<file path="src/rtl/afifo_pkg.sv">
// afifo_pkg: pointer-width, Gray-code and parameter-check helpers shared by both async FIFO controllers
package afifo_pkg;
    localparam int GRAY_CALC_W = 32;

    function automatic int ptr_width(input int addr_width);
        return addr_width + 1;
    endfunction

    function automatic logic [GRAY_CALC_W-1:0] bin2gray(input logic [GRAY_CALC_W-1:0] b);
        return b ^ (b >> 1);
    endfunction

    function automatic bit params_ok(input int addr_width, input int rd_latency);
        return addr_width >= 1 && addr_width < GRAY_CALC_W && rd_latency >= 1;
    endfunction
endpackage

</file>
<file path="src/rtl/fifo_rd_ctrl_if.sv">
// fifo_rd_ctrl_if: first-word-fall-through valid/ready output stream of the FIFO read side
interface fifo_rd_ctrl_if #(parameter int DATA_WIDTH = 32);
    logic valid;
    logic ready;
    logic [DATA_WIDTH-1:0] data;
    modport master(output valid, data, input ready);
    modport slave(input valid, data, output ready);
endinterface

</file>
<file path="src/rtl/rd_skid_fifo.sv">
// rd_skid_fifo: small register FIFO absorbing the RAM read latency in front of the output stream
module rd_skid_fifo #(
    parameter int DATA_WIDTH = 32,
    parameter int DEPTH = 2,
    localparam int IW = $clog2(DEPTH),
    localparam int CW = $clog2(DEPTH + 1)
) (
    input  logic clk,
    input  logic rst,
    input  logic push,
    input  logic pop,
    input  logic [DATA_WIDTH-1:0] push_data,
    output logic [DATA_WIDTH-1:0] head,
    output logic [CW-1:0] count
);
    logic [DATA_WIDTH-1:0] mem_q [DEPTH];
    logic [DATA_WIDTH-1:0] mem_d [DEPTH];
    logic [IW-1:0] wr_idx_q, wr_idx_d, rd_idx_q, rd_idx_d;
    logic [CW-1:0] count_q, count_d;

    // DEPTH need not be a power of two, so indices wrap explicitly
    function automatic logic [IW-1:0] nxt(input logic [IW-1:0] i);
        return i == IW'(DEPTH - 1) ? '0 : i + 1'b1;
    endfunction

    always_comb begin
        mem_d = mem_q;
        if (push) mem_d[wr_idx_q] = push_data;
        wr_idx_d = push ? nxt(wr_idx_q) : wr_idx_q;
        rd_idx_d = pop ? nxt(rd_idx_q) : rd_idx_q;
        count_d = count_q + CW'(push) - CW'(pop);
    end

    always_ff @(posedge clk or posedge rst)
        if (rst) begin
            mem_q <= '{default: '0};
            wr_idx_q <= '0;
            rd_idx_q <= '0;
            count_q <= '0;
        end else begin
            mem_q <= mem_d;
            wr_idx_q <= wr_idx_d;
            rd_idx_q <= rd_idx_d;
            count_q <= count_d;
        end

    assign head = mem_q[rd_idx_q];
    assign count = count_q;
endmodule

</file>
<file path="src/rtl/fifo_rd_ctrl.sv">
// fifo_rd_ctrl: async FIFO read side - pointer, empty, credit-limited RAM reads and FWFT skid output
module fifo_rd_ctrl import afifo_pkg::*; #(
    parameter int DATA_WIDTH = 32,
    parameter int ADDR_WIDTH = 4,
    parameter int RD_LATENCY = 1
) (
    input  logic clk_rd,
    input  logic rst,
    input  logic [ADDR_WIDTH:0] wr_ptr_gray_sync,
    output logic [ADDR_WIDTH:0] rd_ptr_gray,
    output logic ram_en_rd,
    output logic [ADDR_WIDTH-1:0] ram_addr_rd,
    input  logic [DATA_WIDTH-1:0] ram_data_rd,
    fifo_rd_ctrl_if.master m
);
    localparam int PW = ptr_width(ADDR_WIDTH);
    localparam int BD = RD_LATENCY + 1;
    localparam int CW = $clog2(BD + 1);

    if (!params_ok(ADDR_WIDTH, RD_LATENCY)) begin : g_param_err
        $error("fifo_rd_ctrl: RD_LATENCY must be >= 1 and ADDR_WIDTH in range");
    end

    logic [PW-1:0] rd_ptr_bin_q, rd_ptr_bin_d, rd_ptr_gray_q, rd_ptr_gray_d;
    logic [RD_LATENCY-1:0] vpipe_q, vpipe_d;
    logic [CW-1:0] inflight_q, inflight_d, buf_cnt;
    logic [DATA_WIDTH-1:0] head;
    logic ram_en_rd_q, empty, pop, issue, capture;

    // Reads in flight plus buffered words never exceed the skid depth, so captures always fit
    always_comb begin
        empty = rd_ptr_gray_q == wr_ptr_gray_sync;
        pop = m.valid & m.ready;
        capture = vpipe_q[RD_LATENCY-1];
        issue = !empty && (32'(inflight_q) + 32'(buf_cnt) - 32'(pop) < 32'(BD));
        rd_ptr_bin_d = rd_ptr_bin_q + PW'(issue);
        rd_ptr_gray_d = PW'(bin2gray(GRAY_CALC_W'(rd_ptr_bin_d)));
        vpipe_d = RD_LATENCY'({vpipe_q, issue});
        inflight_d = inflight_q + CW'(issue) - CW'(capture);
    end

    always_ff @(posedge clk_rd or posedge rst)
        if (rst) begin
            rd_ptr_bin_q <= '0;
            rd_ptr_gray_q <= '0;
            vpipe_q <= '0;
            inflight_q <= '0;
            ram_en_rd_q <= 1'b0;
        end else begin
            rd_ptr_bin_q <= rd_ptr_bin_d;
            rd_ptr_gray_q <= rd_ptr_gray_d;
            vpipe_q <= vpipe_d;
            inflight_q <= inflight_d;
            ram_en_rd_q <= 1'b1;
        end

    rd_skid_fifo #(.DATA_WIDTH(DATA_WIDTH), .DEPTH(BD)) u_skid (
        .clk(clk_rd),
        .rst(rst),
        .push(capture),
        .pop(pop),
        .push_data(ram_data_rd),
        .head(head),
        .count(buf_cnt)
    );

    assign rd_ptr_gray = rd_ptr_gray_q;
    assign ram_en_rd = ram_en_rd_q;
    assign ram_addr_rd = rd_ptr_bin_q[ADDR_WIDTH-1:0];
    assign m.valid = buf_cnt != '0;
    assign m.data = head;
endmodule

</file>
<file path="src/flat_wrapper.sv">
// flat-port wrapper written by rule: the top's interface ports become plain ports
module fifo_rd_ctrl_flat import afifo_pkg::*;
#(
    parameter int DATA_WIDTH = 32,
    parameter int ADDR_WIDTH = 4,
    parameter int RD_LATENCY = 1
)
  (clk_rd, rst, wr_ptr_gray_sync, rd_ptr_gray, ram_en_rd, ram_addr_rd, ram_data_rd, m_valid, m_data, m_ready);
  fifo_rd_ctrl_if #(.DATA_WIDTH(DATA_WIDTH)) m_i ();
  input  logic clk_rd;
  input  logic rst;
  input  logic [ADDR_WIDTH:0] wr_ptr_gray_sync;
  output logic [ADDR_WIDTH:0] rd_ptr_gray;
  output logic ram_en_rd;
  output logic [ADDR_WIDTH-1:0] ram_addr_rd;
  input  logic [DATA_WIDTH-1:0] ram_data_rd;
  output wire logic [$bits(m_i.valid)-1:0] m_valid;
  output wire logic [$bits(m_i.data)-1:0] m_data;
  input wire logic [$bits(m_i.ready)-1:0] m_ready;
  assign m_valid = m_i.valid;
  assign m_data = m_i.data;
  assign m_i.ready = m_ready;
  fifo_rd_ctrl #(.DATA_WIDTH(DATA_WIDTH), .ADDR_WIDTH(ADDR_WIDTH), .RD_LATENCY(RD_LATENCY)) u_core (.clk_rd(clk_rd), .rst(rst), .wr_ptr_gray_sync(wr_ptr_gray_sync), .rd_ptr_gray(rd_ptr_gray), .ram_en_rd(ram_en_rd), .ram_addr_rd(ram_addr_rd), .ram_data_rd(ram_data_rd), .m(m_i));
endmodule
</file>
<file path="config.mk">
export PLATFORM = sky130hd
export DESIGN_NAME = fifo_rd_ctrl_flat
export DESIGN_NICKNAME = d
export VERILOG_FILES = /design/src/rtl/afifo_pkg.sv /design/src/rtl/fifo_rd_ctrl_if.sv /design/src/rtl/rd_skid_fifo.sv /design/src/rtl/fifo_rd_ctrl.sv /design/src/flat_wrapper.sv
export SDC_FILE = /design/constraint.sdc
export NUM_CORES = 1
export LEC_CHECK = 0
export CORE_MARGIN = 10
export CORE_UTILIZATION = 40
export CTS_CLUSTER_DIAMETER = 200
export CTS_CLUSTER_SIZE = 28
export DETAILED_ROUTE_END_ITERATION = 6
export PLACE_DENSITY = 0.64
export RECOVER_POWER = 50
export REMOVE_ABC_BUFFERS = 1
export SLEW_MARGIN = 15
export SYNTH_ARGS = -nofsm -noshare
export SYNTH_HDL_FRONTEND = slang
export SYNTH_SLANG_ARGS = --single-unit
export TNS_END_PERCENT = 20
</file>
<file path="constraint.sdc">
create_clock -name clk_rd -period 3.5 [get_ports clk_rd]
set_input_delay 0.7 -clock clk_rd [delete_from_list [all_inputs] [get_ports clk_rd]]
set_output_delay 0.7 -clock clk_rd [all_outputs]
set_load 0.05 [all_outputs]
</file>
==> reports/results.ini <==
[worst_setup_path]
path_class=reg2reg
critPathSlowestCell=fa_1
startpoint_type=flip-flop
arrival_ps=3380
worst_ep_required_time_ps=3720
worstPathMaxFanout=4
path_cells=ha_1 > fa_1 > inv_1 > ha_1 > ha_1 > and3b_1 > o41ai_1 > a31oi_1 > ha_1 > ha_1 > nand3_1 > xnor2_1 > xnor2_1
path_common_cell=ha_1
end_kind=flip-flop
path_delay_family=adder cells
max_stage_delay_ps=500
critPathBufInv=1

[sta]
min_period_ps=3160
finalCritPeriodShare=0.902
slew_violations=45
fin_worst_skew_ps=9.19
hold_viol_final=0
fin_setup_tns_ps=0
rsz0062_at_grt=false
fmax_mhz=317
setup-violations-final=0
fin_ws_ps=343
worst_pin_slew_ps=1890
slew-limit-headroom=-0.267

[layout]
fin_util=0.534
drive_gt1_frac=0.341
layout_common_cells=mux2_2 (94), dfrtp_1 (81), clkdlybuf4s50_1 (80), xnor2_1 (10)
antennaDiodeCount=0
final_area_um2=4660
final_common_cell=mux2_2
nFillCells=798
areaGrowthSynthToFinish_pct=30.6
nNetsFinal=373

[global_route]
grt_pass1_wl_mm=12.5
grtUsageMet1=0.138
grt_pass1_vias=2417
antenna_found_initial=0
overflow=0
grt.total_usage=0.119
top_usage_layer=met2
use_met2=0.203
use_met3=0.0404
grt_max_degree=45

[route]
drt_iter0_markers=65
drc=0
wl_per_cell_um=17.2
viasPerCell=4.81
dr.pass1.iters=4
antenna_left=0
vias=2097
drt_wl_total_mm=7.52

[placed_design]
dpl.hpwl_mm=5.34
globalplace.congestion=0.701
place_area_um2=4520
io_buffers=82
place_ws_ps=275

[clocking]
cts_made_buffers=9
post_cts_buffers=0
hold_buffers=0
path_clk_slew_ps=80
ctsHtreeMaxLevel=3
clockRootBuffer=clkbuf_8
clk_path_buf_depth=2
clock_sinks=81
cts_tree=yes
clk_latency_ps=340
cts_resized=0

[logic_synthesis]
syn_avg_cell_area_um2=15.1
netlist_instances=236
synthTopCellsByArea=dfrtp_1 (57%), mux2_2 (30%), ha_1 (3.2%)
synth_top_area_frac=0.568
netlist-cell-type-count=22
seq_area_frac_synth=0.568
syn_area_um2=3570
ys_seq_elements=81
yosysTopAreaCell=dfrtp_1
yosysWarnings=0

[floorplan]
die_x_um=114
core-area_um2=8720
fp-row-count=34
initial_core_util=0.409
io_pins=83
die_y_um=114
die_area_um2=13100

[status]
status=finished, violations left
violations=capacitance limit, slew limit

[worst_hold_path]
hold_path.class=reg2reg

[run]
maxCapViolCount=1

worst paths after layout:
check                           slack, ps  cells after the start               startpoint                 endpoint
worst max register to register        340                     13   u_core.u_skid.count[0]    u_core.rd_ptr_gray[3]
worst min-delay path                  480                      1  u_core.u_skid.mem_q[33]  u_core.u_skid.mem_q[33]
max in group asynchronous             590                      3                      rst  u_core.u_skid.mem_q[52]
min in group asynchronous            1280                      2                      rst         u_core.ram_en_rd
worst min register to register        480                      1  u_core.u_skid.mem_q[33]  u_core.u_skid.mem_q[33]
worst max-delay path                  340                     13   u_core.u_skid.count[0]    u_core.rd_ptr_gray[3]
cell type report:
type                            instances  area, um^2  share of cell area
Multi-Input combinational cell        136        1440               0.310
Inverter                                9        35.0             0.00752
Clock buffer                           12         135              0.0290
Timing Repair Buffer                   86         853               0.183
Sequential cell                        81        2030               0.435
Clock inverter                          4        30.0             0.00644
Tap cell                              108         135              0.0290
metrics by stage:
stage / hold WS (ps) / instances
final: 483 / 436
after global routing: 511 / 436
after CTS: 488 / 436
after detailed placement: 471 / 420
after global placement: 467 / 420
after floorplan: 454 / 226
cell families after synthesis:
| logic type | after synthesis | synth area share |
|---|---|---|
| other | 1 | 0.00105 |
| AND/OR/NAND/NOR | 8 | 0.0137 |
| AO/OA/AOI/OAI | 3 | 0.00561 |
| multiplexers | 96 | 0.303 |
| adder cells (fa/ha/maj) | 10 | 0.0372 |
| buffers and inverters | 19 | 0.0273 |
| flip-flops | 81 | 0.568 |
| XOR/XNOR | 18 | 0.0442 |
registers in the layout (all words and copies together) (netlist names):
| signal | cells |
|---|---|
| u_core.u_skid.mem_q | 64 |
| u_core.rd_ptr_bin_q | 5 |
| u_core.rd_ptr_gray | 4 |
| u_core.inflight_q | 2 |
| u_core.u_skid.count | 2 |
| u_core.capture | 1 |
| u_core.ram_en_rd | 1 |
| u_core.u_skid.rd_idx_q | 1 |
| u_core.u_skid.wr_idx_q | 1 |
worst register-to-register path, stage by stage (launching register included):
cell and delay, ps:
dfrtp_1 420, ha_1 220, fa_1 500, inv_1 50
ha_1 190, ha_1 260, and3b_1 150, o41ai_1 60
a31oi_1 310, ha_1 240, ha_1 190, nand3_1 90
xnor2_1 250, xnor2_1 100
Yosys cell counts (all sizes together):
master,instances
dfrtp,81
mux2,96
ha,9
or2,1
o21ai,1
and3b,1
o41ai,1
conb,1
inv,9
xor2,8
nor3,1
clkbuf,1
nor2,2
a31oi,1
buf,9
xnor2,10
nand3,2
nand2,1
fa,1
routing by layer:
metal  wire length (um)  vias to the layer above
met3                386                        9
met5                  0                        -
met1               3100                     1052
met2               3920                       43
met4                104                        0
li1                   -                      993
Power is not shown: default switching activity piles up to over one toggle a cycle in this logic, so the estimate is an artifact.
